<file path="src/rtl/sysbus_pkg.sv">
// Sysbus types and line geometry shared by the response router and both cache refill paths.
package sysbus_pkg;

    typedef enum logic {
        DEST_IC = 1'b0,
        DEST_DC = 1'b1
    } dest_e;

    typedef enum logic {
        IDLE  = 1'b0,
        BURST = 1'b1
    } router_state_e;

    localparam int SYSBUS_BEATS_PER_LINE = 8;
    localparam int SYSBUS_SRC_BIT        = 12;

endpackage

</file>
<file path="src/rtl/resp_fifo.sv">
// Generic beat FIFO: entry vector in, head vector out, pointer-based full/empty.
// Latency: a push is visible at the head on the next cycle when the FIFO was empty.
// Backpressure: a push is dropped while full (even with a same-cycle pop); the caller must gate on full.
module resp_fifo #(
    parameter int WIDTH = 78,
    parameter int DEPTH = 4
) (
    input  logic             clk,
    input  logic             reset,
    input  logic             push,
    input  logic [WIDTH-1:0] push_dat,
    output logic             full,
    input  logic             pop,
    output logic             empty,
    output logic [WIDTH-1:0] head_dat
);

    localparam int AW = $clog2(DEPTH);

    logic [WIDTH-1:0] mem [DEPTH];
    logic [AW:0]      wr_ptr;
    logic [AW:0]      rd_ptr;

    // Storage is reset so the head reads zero out of reset.
    always_ff @(posedge clk or negedge reset) begin
        if (!reset) begin
            wr_ptr <= '0;
            rd_ptr <= '0;
            for (int i = 0; i < DEPTH; i++) begin
                mem[i] <= '0;
            end
        end else begin
            if (push && !full) begin
                mem[wr_ptr[AW-1:0]] <= push_dat;
                wr_ptr              <= wr_ptr + 1'b1;
            end
            if (pop && !empty) begin
                rd_ptr <= rd_ptr + 1'b1;
            end
        end
    end

    assign empty    = (wr_ptr == rd_ptr);
    assign full     = (wr_ptr[AW] != rd_ptr[AW]) && (wr_ptr[AW-1:0] == rd_ptr[AW-1:0]);
    assign head_dat = mem[rd_ptr[AW-1:0]];

endmodule

</file>
<file path="src/rtl/bus_resp_router.sv">
// Routes Sysbus response bursts to I-/D-cache beat FIFOs by tag bit; RESP_ROUTER_TAGCHK_EN adds a sticky mid-burst tag check.
// Latency: an accepted beat is presented on the cache port one cycle later when that FIFO was empty.
// Backpressure: bus_respack drops while the destination FIFO is full; the beat is held on the bus.
module bus_resp_router
    import sysbus_pkg::*;
#(
    parameter int BUS_DATA_WIDTH = 64,
    parameter int BUS_TAG_WIDTH  = 13,
    parameter int BEATS_PER_LINE = SYSBUS_BEATS_PER_LINE,
    parameter int FIFO_DEPTH     = 4,
    parameter int SRC_BIT        = SYSBUS_SRC_BIT
) (
    input  logic                      clk,
    input  logic                      reset,
    input  logic                      bus_respcyc,
    input  logic [BUS_DATA_WIDTH-1:0] bus_resp,
    input  logic [BUS_TAG_WIDTH-1:0]  bus_resptag,
    output logic                      bus_respack,
    output logic                      ic_resp_valid,
    output logic [BUS_DATA_WIDTH-1:0] ic_resp_data,
    output logic [BUS_TAG_WIDTH-1:0]  ic_resp_tag,
    output logic                      ic_resp_last,
    input  logic                      ic_resp_ready,
    output logic                      dc_resp_valid,
    output logic [BUS_DATA_WIDTH-1:0] dc_resp_data,
    output logic [BUS_TAG_WIDTH-1:0]  dc_resp_tag,
    output logic                      dc_resp_last,
    input  logic                      dc_resp_ready,
    output logic                      tag_err
);

    localparam int ENTRY_W = 1 + BUS_TAG_WIDTH + BUS_DATA_WIDTH;
    localparam int CNT_W   = $clog2(BEATS_PER_LINE);

    router_state_e      state;
    router_state_e      state_nxt;
    logic [CNT_W-1:0]   beat_cnt;
    logic [CNT_W-1:0]   beat_cnt_nxt;
    dest_e              dest_q;
    dest_e              dest_nxt;
    dest_e              dest;
    logic               beat_vld;
    logic               beat_last;
    logic               ic_full;
    logic               dc_full;
    logic               ic_empty;
    logic               dc_empty;
    logic [ENTRY_W-1:0] push_dat;
    logic [ENTRY_W-1:0] ic_head;
    logic [ENTRY_W-1:0] dc_head;

    always_ff @(posedge clk or negedge reset) begin
        if (!reset) begin
            state    <= IDLE;
            beat_cnt <= '0;
            dest_q   <= DEST_IC;
        end else begin
            state    <= state_nxt;
            beat_cnt <= beat_cnt_nxt;
            dest_q   <= dest_nxt;
        end
    end

    // Accept depends only on the bus and full flags, never on the cache readies.
    always_comb begin
        state_nxt    = state;
        beat_cnt_nxt = beat_cnt;
        dest_nxt     = dest_q;
        dest         = (state == BURST) ? dest_q : dest_e'(bus_resptag[SRC_BIT]);
        bus_respack  = reset && bus_respcyc && !((dest == DEST_DC) ? dc_full : ic_full);
        beat_vld     = bus_respcyc && bus_respack;
        beat_last    = (state == BURST) && (beat_cnt == CNT_W'(BEATS_PER_LINE - 1));
        if (beat_vld) begin
            beat_cnt_nxt = beat_cnt + 1'b1;
            case (state)
                IDLE: begin
                    dest_nxt  = dest;
                    state_nxt = BURST;
                end
                BURST: begin
                    if (beat_last) begin
                        state_nxt = IDLE;
                    end
                end
                default: state_nxt = IDLE;
            endcase
        end
    end

    assign push_dat = {beat_last, bus_resptag, bus_resp};

    resp_fifo #(.WIDTH(ENTRY_W), .DEPTH(FIFO_DEPTH)) u_ic_fifo (
        .clk      (clk),
        .reset    (reset),
        .push     (beat_vld && (dest == DEST_IC)),
        .push_dat (push_dat),
        .full     (ic_full),
        .pop      (ic_resp_valid && ic_resp_ready),
        .empty    (ic_empty),
        .head_dat (ic_head)
    );

    resp_fifo #(.WIDTH(ENTRY_W), .DEPTH(FIFO_DEPTH)) u_dc_fifo (
        .clk      (clk),
        .reset    (reset),
        .push     (beat_vld && (dest == DEST_DC)),
        .push_dat (push_dat),
        .full     (dc_full),
        .pop      (dc_resp_valid && dc_resp_ready),
        .empty    (dc_empty),
        .head_dat (dc_head)
    );

    assign ic_resp_valid = !ic_empty;
    assign dc_resp_valid = !dc_empty;
    assign {ic_resp_last, ic_resp_tag, ic_resp_data} = ic_head;
    assign {dc_resp_last, dc_resp_tag, dc_resp_data} = dc_head;

`ifdef RESP_ROUTER_TAGCHK_EN
    logic [BUS_TAG_WIDTH-1:0] first_tag;
    logic                     tag_err_q;

    // Routing ignores mismatches; this only flags them until reset.
    always_ff @(posedge clk or negedge reset) begin
        if (!reset) begin
            first_tag <= '0;
            tag_err_q <= 1'b0;
        end else if (beat_vld) begin
            if (state == IDLE) begin
                first_tag <= bus_resptag;
            end else if (bus_resptag != first_tag) begin
                tag_err_q <= 1'b1;
            end
        end
    end

    assign tag_err = tag_err_q;
`else
    assign tag_err = 1'b0;
`endif

endmodule
</file>
<file path="config.mk">
export PLATFORM = sky130hd
export DESIGN_NAME = bus_resp_router
export DESIGN_NICKNAME = d
export VERILOG_FILES = /design/src/rtl/sysbus_pkg.sv /design/src/rtl/resp_fifo.sv /design/src/rtl/bus_resp_router.sv
export SDC_FILE = /design/constraint.sdc
export NUM_CORES = 1
export LEC_CHECK = 0
export BUFFER_PORTS_ARGS = -buffer_cell sky130_fd_sc_hd__buf_2
export CORE_MARGIN = 3
export CORE_UTILIZATION = 50
export CTS_CLUSTER_DIAMETER = 50
export DETAILED_ROUTE_END_ITERATION = 7
export PLACE_DENSITY = 0.74
export SLEW_MARGIN = 0
export SYNTH_ARGS = -nofsm -noshare
export SYNTH_HDL_FRONTEND = slang
export SYNTH_SLANG_ARGS = --single-unit
</file>
<file path="constraint.sdc">
create_clock -name clk -period 5 [get_ports clk]
set_clock_uncertainty 0.2 [all_clocks]
set_input_delay 0.5 -clock clk [delete_from_list [all_inputs] [get_ports clk]]
set_output_delay 0.5 -clock clk [all_outputs]
set_load 0.03 [all_outputs]
</file>
Word-level counts from Yosys, hierarchy flattened
Index checks and enable logic that the tools add are counted.
- register bits after elaboration: 641
- bits of input ports: 82
- output and inout bits: 160
- word-level logic and storage cells: 77
- add/sub/neg operators: 5
- $lt $le $gt $ge: 6
- equality and inequality tests: 7
- muxes and demuxes: 16
- bitwise operators: 6
- reductions and logical operators: 22
- operators with widths (operator ; count):
    bitwise mux 312 bit ; 2
    two-way mux 78 bit ; 6
    binary-select mux 78 bit (select 2 bit) ; 2
    demux 78 bit (select 2 bit) ; 2
    logical AND 1 bit ; 16
    adder 3 x 1 -> 3 bit, second input constant ; 5
    greater-or-equal comparator 3 bit, second input constant ; 4
    inverter 2 -> 3 bit ; 4
    equality test 3 bit ; 2
    less-than comparator 3 x 1 -> 1 bit, second input constant ; 2
    zero test 1 bit ; 5
    equality test 2 bit ; 2
    equality test 3 bit, second input constant ; 1
    two-way mux 1 bit ; 3
    inequality test 1 bit ; 2
    inverter 1 bit ; 2
    one-hot mux 1 bit (2 select lines) ; 1
    AND reduction 2 bit ; 1

Depth between registers and ports, before layout
Gate-level depths: netlist of the first run.
- word-level depth: 8
- mapped depth: 7
- depth with buffers taken out: 4

Modules after synthesis
From an unflattened synthesis of the first run, not the netlist that was laid out.
- cell total of the unflattened synthesis: 1626
- area, all modules: 28033.1 sq um
- by module, submodules not included (module ; times used ; cells an instance ; area an instance (sq um) ; seq. area each (sq um)):
    resp_fifo ; 2 ; 798 ; 13858.3 ; 7957.6
    bus_resp_router ; 1 ; 30 ; 316.6 ; 125.1

Least setup slack after synthesis of the first run
OpenSTA, ideal clock, no wires.
- path type: reg2out
- start: register u_ic_fifo.rd_ptr[0]
- end: output port ic_resp_data[58]
- data arrival time: 1.752 ns
- required time: 4.300 ns
- setup slack: 2.548 ns
- stages on the path, launching flop included: 5
- path buffers: 3
- cell sequence: dfrtp_1 buf_2 buf_2 buf_2 mux4_2
- cells in the longest elaborated chain, start to end: 4
- RTL lines (element ; line ; text):
    from (decl) ; resp_fifo.sv:22 ; logic [AW:0] rd_ptr;
    from (signal assigned) ; resp_fifo.sv:38 ; rd_ptr <= rd_ptr + 1'b1;
    inverter 2 -> 3 bit (implied by the code) ; resp_fifo.sv:45 ; assign head_dat = mem[rd_ptr[AW-1:0]];
    binary-select mux 78 bit (select 2 bit) ; resp_fifo.sv:45 ;
    two-way mux 78 bit (implied by the code) (2 in a row) ; resp_fifo.sv:45 ;
    to (decl) ; bus_resp_router.sv:20 ; output logic [BUS_DATA_WIDTH-1:0] ic_resp_data,
Every way passes these cells. The select of a mux whose other input is x is not followed.

Worst setup path in the final report of the first run
- start: input port reset
- end: output port bus_respack
- cells in the longest elaborated chain, start to end: 2
- RTL lines (element ; line ; text):
    from (decl) ; bus_resp_router.sv:14 ; input logic reset,
    logical AND 1 bit (2 in a row) ; bus_resp_router.sv:70 ; bus_respack = reset && bus_respcyc && !((dest == DEST_DC) ? dc_full : ic_full);
    to (decl) ; bus_resp_router.sv:18 ; output logic bus_respack,
Every way passes these cells.

==> insert_results.sql, run 1 <==
INSERT INTO impl_metrics (metric_group, metric, value, unit) VALUES
('yosys', 'synth_top_area_cell', 'sky130_fd_sc_hd__dfrtp_1', ''),
('placed_design', 'place_congestion', '0.720', ''),
('floorplan', 'io_pins', '242', ''),
('floorplan', 'die_area', '58100', 'µm²'),
('worst_hold_path', 'holdCritStartpoint', 'bus_resp[6]', ''),
('yosys', 'synth.yosys.seq_area_share', '58.1', '%'),
('critical_path', 'critical_path_required', '4300', 'ps'),
('worst_hold_path', 'whs_path_depth', '2', ''),
('final_layout', 'final-instance-count-excl-fill', '2584', ''),
('placed_design', 'pre_cts_ws', '1100', 'ps'),
('yosys', 'synth_warnings', '0', ''),
('floorplan', 'core_area', '54200', 'µm²'),
('grt', 'globalRouteTotalUtil', '21.7', '%'),
('critical_path', 'reg2reg_from', 'u_dc_fifo.rd_ptr[1]', ''),
('final_layout', 'layout_commonest_cell', 'sky130_fd_sc_hd__dfrtp_1', ''),
('sta', 'setup_viol', '0', ''),
('clock_network', 'hold_bufs_at_cts', '2', ''),
('clock_network', 'cts_tree', 'done', ''),
('placed_design', 'dp.cells', '2453', ''),
('critical_path', 'category_of_the_critical_setup_timing_path', 'primary input to primary output', ''),
('route', 'routed_wirelength', '61.5', 'mm'),
('final_layout', 'fillers', '4072', ''),
('grt', 'grt_antenna_before_repair', '5', ''),
('sta', 'relSlewSlack', '23.9', '%'),
('critical_path', 'r2r_end', 'u_dc_fifo.mem[228]', ''),
('grt', 'largest_net_degree_at_the_start_of_global_routing', '178', ''),
('critical_path', 'worstSetupEndpointType', 'primary output', ''),
('yosys', 'yosys.area.top_type_share', '58.1', '%'),
('sta', 'worst_slew_pin_slew', '1140', 'ps'),
('floorplan', 'row_count', '85', ''),
('route', 'route.detailed.drc', '0', ''),
('route', 'vias_per_cell', '5.80', ''),
('sta', 'finalWorstSetupSlack', '1210', 'ps'),
('clock_network', 'numClockSinks', '641', ''),
('placed_design', 'portBuffers', '240', ''),
('power_and_ir_drop', 'power_density', '705', 'nW/µm²'),
('floorplan', 'floorplan.die.width', '241', 'µm'),
('sta', 'grt_setup_unrepaired', 'no', ''),
('critical_path', 'cp.arrival', '3090', 'ps'),
('sta', 'max_freq', '264', 'MHz'),
('run', 'cap_violations', '0', ''),
('final_layout', 'multiInputGateArea', '11100', 'µm²'),
('clock_network', 'clkLatencyLatePin', '590', 'ps'),
('sta', 'final.min_clock_period', '3790', 'ps'),
('sta', 'max_slew_violations', '0', ''),
('clock_network', 'cts_buffer_depth', '3', ''),
('floorplan', 'chipHeight', '241', 'µm'),
('sta', 'setup-tns-final', '0', 'ps'),
('placed_design', 'dpl.hpwl', '37.3', 'mm'),
('clock_network', 'clkSlewWorstSetupHoldPaths', '60', 'ps'),
('yosys', 'syn_nets', '1687', ''),
('clock_network', 'numCtsBuffers', '72', ''),
('route', 'route.vias.total', '15000', ''),
('power_and_ir_drop', 'leakage', '15.3', 'nW'),
('clock_network', 'cts_max_level', '3', ''),
('final_layout', 'final_net_count', '1927', ''),
('sta', 'hold_violations', '0', ''),
('grt', 'gr-total-overflow', '0', ''),
('route', 'detailedRoute.firstPassIterationCount', '6', ''),
('grt', 'grt_pass1_wl', '96.4', 'mm'),
('grt', 'grt_pass1_vias', '16500', ''),
('final_layout', 'seqCellArea', '16100', 'µm²'),
('critical_path', 'worst_setup_path_start_kind', 'primary input', ''),
('clock_network', 'cts.root.buffer_cell', 'sky130_fd_sc_hd__clkbuf_16', ''),
('critical_path', 'slack_of_the_worst_reg_to_reg_path', '1450', 'ps'),
('yosys', 'post_synth.cell_area_avg', '17.3', 'µm²'),
('floorplan', 'start_util', '50.9', '%'),
('final_layout', 'mostFrequentLayoutCells', '637 x sky130_fd_sc_hd__dfrtp_1, 622 x sky130_fd_sc_hd__mux2_2, 239 x sky130_fd_sc_hd__buf_2', ''),
('outcome', 'status', 'finished clean', ''),
('route', 'detail_route.iter0.violations', '753', ''),
('final_layout', 'areaGrowthSynthToFinish', '15.8', '%');
==> how the worst max path moves through the flow <==
stage / start / endpoint / slack [ps] / depth (start not counted)
6_report: reset / bus_respack / 1210 / 7
5_1_grt: reset / u_ic_fifo.mem[279] / 770 / 5
2_1_floorplan: u_ic_fifo.rd_ptr[0] / ic_resp_data[58] / 2550 / 4
3_5_place_dp: reset / u_ic_fifo.mem[277] / 1100 / 4
3_3_place_gp: reset / u_ic_fifo.mem[121] / 1280 / 4
4_1_cts: reset / u_ic_fifo.mem[277] / 1150 / 5
==> Yosys cell counts, drive strengths merged <==
master	instances
dfrtp	641
conb	1
a311oi	3
nand3	2
and2	1
clkbuf	40
buf	63
a21oi	1
xor2	2
o21ai	2
mux4	156
nand3b	2
xnor2	13
mux2i	2
inv	6
ha	12
a311o	1
mux2	629
nor2	3
nand2	13
==> worst max-delay path, stage by stage <==
cell and delay (ps):
sky130_fd_sc_hd__dlygate4sd3_1 570, sky130_fd_sc_hd__buf_8 350, sky130_fd_sc_hd__nand2_1 270, sky130_fd_sc_hd__a311oi_4 700
sky130_fd_sc_hd__nor2_1 300, sky130_fd_sc_hd__inv_1 120, sky130_fd_sc_hd__buf_2 230
==> state kept, by name (all words and copies together), names as in the netlist, 3 cells and up <==
signal            flops
u_dc_fifo.mem       312
u_ic_fifo.mem       312
beat_cnt              3
u_dc_fifo.rd_ptr      3
u_dc_fifo.wr_ptr      3
u_ic_fifo.rd_ptr      3
u_ic_fifo.wr_ptr      3
==> cell families (layout without fill, tap and decap cells) <==
logic type	Yosys count	count (layout)	synth area share, %
mux	787	787	38.4
xor+xnor	15	15	0.476
buf+inv	109	401	1.78
simple gates	21	21	0.376
flops	641	641	58.1
fa+ha+maj	12	12	0.544
other cells	1	4	0.0136
compound gates	7	7	0.313
==> routing by layer <==
metal	track usage (%)	share of wire, %
met5	0	0.059
met4	5.81	2.2
met3	5.43	5.4
met2	36.0	50
met1	28.9	43
==> through the flow <==
stage | util, % | area [µm²] | hold WS (ps) | power [W]
3_5_place_dp | 54.5 | 29600 | 251 | 0.0175
6_report | 59.0 | 32000 | 40.6 | 0.0226
4_1_cts | 59.0 | 32000 | 4.17 | 0.0228
2_1_floorplan | - | 27600 | 4.41 | 0.0149
5_1_grt | 59.0 | 32000 | 28.7 | 0.0237
3_3_place_gp | 54.5 | 29600 | 247 | 0.0171
==> cell type report <==
class	count	share of cell area (%)
well taps	696	2.72
diodes	3	0.0235
flip-flops and latches	641	50.2
repair buffers	269	4.64
multi-input cells	843	34.8
inverters	6	0.0704
clock buffers	109	6.87
clock inverters	17	0.673
==> report_power, final <==
| group | leakage [nW] | internal (W) | switching (W) |
|---|---|---|---|
| clock | 1.18 | 0.00324 | 0.00206 |
| combinational | 5.88 | 0.00410 | 0.00455 |
| sequential | 8.25 | 0.00737 | 0.00125 |
Note: power is estimated with default switching activity, not from simulation.
==> run 2: changes to the inputs <==
--- a/config.mk
+++ b/config.mk
@@ -5,12 +5,13 @@
 export SDC_FILE = /design/constraint.sdc
 export NUM_CORES = 1
 export LEC_CHECK = 0
+export ABC_AREA = 1
 export BUFFER_PORTS_ARGS = -buffer_cell sky130_fd_sc_hd__buf_2
 export CORE_MARGIN = 3
 export CORE_UTILIZATION = 50
 export CTS_CLUSTER_DIAMETER = 50
 export DETAILED_ROUTE_END_ITERATION = 7
-export PLACE_DENSITY = 0.74
+export PLACE_DENSITY = 0.76
 export SLEW_MARGIN = 0
 export SYNTH_ARGS = -nofsm -noshare
 export SYNTH_HDL_FRONTEND = slang
==> constraint.sdc (replaced) <==
create_clock -name clk -period 3.1 [get_ports clk]
set_clock_uncertainty 0.2 [all_clocks]
set_input_delay 0.31 -clock clk [delete_from_list [all_inputs] [get_ports clk]]
set_output_delay 0.31 -clock clk [all_outputs]
set_load 0.03 [all_outputs]
==> insert_results.sql, run 2 <==
INSERT INTO impl_metrics (metric_group, metric, value, unit) VALUES
('clock_network', 'clkLatencyLatePin', '610', 'ps'),
('yosys', 'synth_enable_flop_cells', '0', ''),
('route', 'routed_wirelength', '93.4', 'mm'),
('placed_design', 'dpl.hpwl', '50.6', 'mm'),
('critical_path', 'worst_setup_path_start_kind', 'flip-flop', ''),
('critical_path', 'worstPathMaxFanout', '58', ''),
('critical_path', 'critical_path_required', '2590', 'ps'),
('power_and_ir_drop', 'power_density', '1250', 'nW/µm²'),
('yosys', 'synthDistinctLibCells', '28', ''),
('yosys', 'yosysMostFrequentCell', 'sky130_fd_sc_hd__nand2_1', ''),
('floorplan', 'chipHeight', '250', 'µm'),
('sta', 'max_slew_violations', '0', ''),
('sta', 'final.min_clock_period', '3050', 'ps'),
('final_layout', 'mostFrequentLayoutCells', '1437 x sky130_fd_sc_hd__nand2_1, 781 x sky130_fd_sc_hd__o21ai_0, 637 x sky130_fd_sc_hd__dfrtp_1', ''),
('clock_network', 'cts_max_level', '3', ''),
('clock_network', 'cts_tree', 'done', ''),
('route', 'route.detailed.drc', '0', ''),
('placed_design', 'postPlaceCellArea', '31000', 'µm²'),
('route', 'number_of_nets_with_antenna_violations_after_detailed_routing', '0', ''),
('grt', 'grt_pass1_wl', '148', 'mm'),
('outcome', 'status', 'finished clean', ''),
('clock_network', 'numCtsBuffers', '75', ''),
('yosys', 'ys_ff_latch', '641', ''),
('clock_network', 'cts_buffer_depth', '3', ''),
('critical_path', 'cp.arrival', '2540', 'ps'),
('critical_path', 'r2r_end', 'u_dc_fifo.mem[248]', ''),
('power_and_ir_drop', 'leakage', '17.3', 'nW'),
('run', 'cap_violations', '0', ''),
('yosys', 'syn_nets', '3863', ''),
('route', 'detailedRoute.firstPassIterationCount', '6', ''),
('clock_network', 'cts.root.buffer_cell', 'sky130_fd_sc_hd__clkbuf_16', ''),
('floorplan', 'row_count', '88', ''),
('final_layout', 'antenna_cells_inserted', '0', ''),
('critical_path', 'category_of_the_critical_setup_timing_path', 'flip-flop to primary output', ''),
('yosys', 'synth_area', '29800', 'µm²'),
('yosys', 'synth_warnings', '0', ''),
('final_layout', 'fillers', '5170', ''),
('placed_design', 'place_congestion', '0.791', ''),
('grt', 'largest_net_degree_at_the_start_of_global_routing', '170', ''),
('power_and_ir_drop', 'power.ir.vdd_worst', '1020', 'µV'),
('yosys', 'yosys.area.top_type_share', '53.8', '%'),
('floorplan', 'start_util', '51.0', '%'),
('floorplan', 'core_area', '58400', 'µm²'),
('final_layout', 'post_route_cells_drive_above_1_share', '11.6', '%'),
('critical_path', 'crit_slowest_cell', 'sky130_fd_sc_hd__buf_4', ''),
('critical_path', 'slack_of_the_worst_reg_to_reg_path', '460', 'ps'),
('sta', 'grt_setup_unrepaired', 'no', ''),
('floorplan', 'die_area', '62500', 'µm²'),
('critical_path', 'reg2reg_depth', '7', ''),
('route', 'vias_per_cell', '5.71', ''),
('clock_network', 'numClockSinks', '641', ''),
('final_layout', 'final_net_count', '3955', ''),
('worst_hold_path', 'hold_path_class', 'primary input to asynchronous set/reset pin', ''),
('grt', 'gr-total-overflow', '0', ''),
('route', 'route.vias.total', '26800', ''),
('critical_path', 'worstSetupEndpointType', 'primary output', ''),
('grt', 'grt_antenna_before_repair', '2', ''),
('critical_path', 'cpPeakStageDelay', '590', 'ps'),
('grt', 'globalRouteTotalUtil', '29.6', '%'),
('yosys', 'synth_top_area_cell', 'sky130_fd_sc_hd__dfrtp_1', ''),
('sta', 'setup_viol', '0', ''),
('yosys', 'synth-async-reset-ratio', '100', '%'),
('final_layout', 'areaGrowthSynthToFinish', '15.8', '%'),
('final_layout', 'reg.largest.list', 'u_dc_fifo.mem: 312 flops, u_ic_fifo.mem: 312 flops', ''),
('route', 'detail_route.iter0.violations', '2583', ''),
('floorplan', 'floorplan.die.width', '250', 'µm'),
('floorplan', 'io_pins', '242', ''),
('critical_path', 'path_cells', 'buf_4, o21ai_0, o22ai_1, buf_2', ''),
('yosys', 'post_synth.cell_area_avg', '7.90', 'µm²'),
('grt', 'grt_pass1_vias', '26000', ''),
('yosys', 'synth.yosys.seq_area_share', '53.8', '%'),
('critical_path', 'reg2reg_from', 'u_dc_fifo.rd_ptr[0]', ''),
('yosys', 'postSynthCellCount', '3769', ''),
('final_layout', 'seqCellArea', '16100', 'µm²'),
('sta', 'hold_violations', '0', ''),
('final_layout', 'final_cell_area', '34500', 'µm²'),
('route', 'routedWlPerCell', '19.9', 'µm'),
('yosys', 'synthTopCellsByArea', 'sky130_fd_sc_hd__dfrtp_1 54%, sky130_fd_sc_hd__nand2_1 18%, sky130_fd_sc_hd__o21ai_0 13%, sky130_fd_sc_hd__nor2_1 3.9%, sky130_fd_sc_hd__o22ai_1 3.3%', ''),
('sta', 'setup-tns-final', '0', 'ps'),
('clock_network', 'clkSlewWorstSetupHoldPaths', '60', 'ps'),
('yosys', 'synth_flop_cell', 'sky130_fd_sc_hd__dfrtp_1', ''),
('final_layout', 'layout_commonest_cell', 'sky130_fd_sc_hd__nand2_1', ''),
('sta', 'worst_slew_pin_slew', '1160', 'ps'),
('yosys', 'ys_top_cells_by_count', '1437 x sky130_fd_sc_hd__nand2_1, 781 x sky130_fd_sc_hd__o21ai_0, 641 x sky130_fd_sc_hd__dfrtp_1, 313 x sky130_fd_sc_hd__nor2_1, 156 x sky130_fd_sc_hd__o22ai_1', ''),
('placed_design', 'portBuffers', '240', ''),
('sta', 'timing.final.crit_share', '98.5', '%'),
('sta', 'relSlewSlack', '22.7', '%'),
('sta', 'max_freq', '328', 'MHz'),
('final_layout', 'multiInputGateArea', '12000', 'µm²');
## run 2: changes by cell type after synthesis, sizes merged, moves of 156 or more
cell	previous run	this run
o21ai	2	788
nand2	13	1442
o22ai	0	156
nor2	3	321
mux2	629	0
mux4	156	0
## run 2: critical path: cells and delay by family, from the launching register on
kind            cells  cell delay (ps)
flops               1              400
buf+inv             2              870
compound gates      2              590
## run 2: layout make-up
cell class              count  area share [%]
flip-flops and latches    641            46.5
multi-input cells        2738            34.7
repair buffers            375            8.03
clock buffers             102            6.26
well taps                 765            2.77
clock inverters            33            1.38
inverters                  30           0.363
## run 2: layer usage
metal,vias to the layer above,global-route usage (%),routed length [µm]
met1,13000,40.3,38700
met3,168,4.84,7300
met5,-,0,0
met2,1235,48.5,44600
met4,0,9.72,2800
li1,12300,-,-
## run 2: metrics by stage
step           total power (W)  hold slack, ps  setup slack [ps]  instances  util [%]
6_report                0.0430             208              47.3       4684      59.1
5_1_grt                 0.0457             289              1.51       4684      59.1
4_1_cts                 0.0429             264              45.6       4685      59.1
3_5_place_dp            0.0333             259               462       4469      53.2
3_3_place_gp            0.0328             254               498       4469      53.2
2_1_floorplan           0.0268            -186               893       3769         -
## run 2: cell families after synthesis
family                   after synthesis  synth area share, %
buffers and inverters                390                 6.09
flip-flops                           641                 53.8
AND/OR/NAND/NOR                     1770                 22.7
other                                  1               0.0126
XOR/XNOR                               9                0.265
adder cells (fa/ha/maj)               12                0.504
AO/OA/AOI/OAI                        946                 16.6
## run 2: repair_timing
action / 4_1_cts / 5_1_grt
cloned: 1 / 0
hold buffers: 80 / 0
endpoints found under the hold margin: 901 / 0
setup buffers: 0 / 0
pin swaps: 0 / 0
resized for setup: 1 / 1
setup endpoints to repair: 1 / 3
## run 2: worst max-delay path by stage
stage / cells after the start / slack [ps] / to / startpoint
finish: 4 / 50 / ic_resp_data[46] / u_ic_fifo.rd_ptr[1]
detailed placement: 8 / 460 / u_ic_fifo.mem[243] / reset
global route: 4 / 2 / ic_resp_tag[1] / u_ic_fifo.rd_ptr[1]
CTS: 4 / 50 / ic_resp_tag[0] / u_ic_fifo.rd_ptr[1]
global placement: 8 / 500 / u_ic_fifo.mem[249] / reset
floorplan: 6 / 890 / dc_resp_data[0] / u_dc_fifo.rd_ptr[0]
## run 2: where the power goes
group | switching (W) | leakage [nW] | internal, W
combinational | 0.0141 | 7.80 | 0.00541
clock | 0.00363 | 1.29 | 0.00575
sequential | 0.00190 | 8.16 | 0.0121
total | 0.0197 | 17.3 | 0.0233
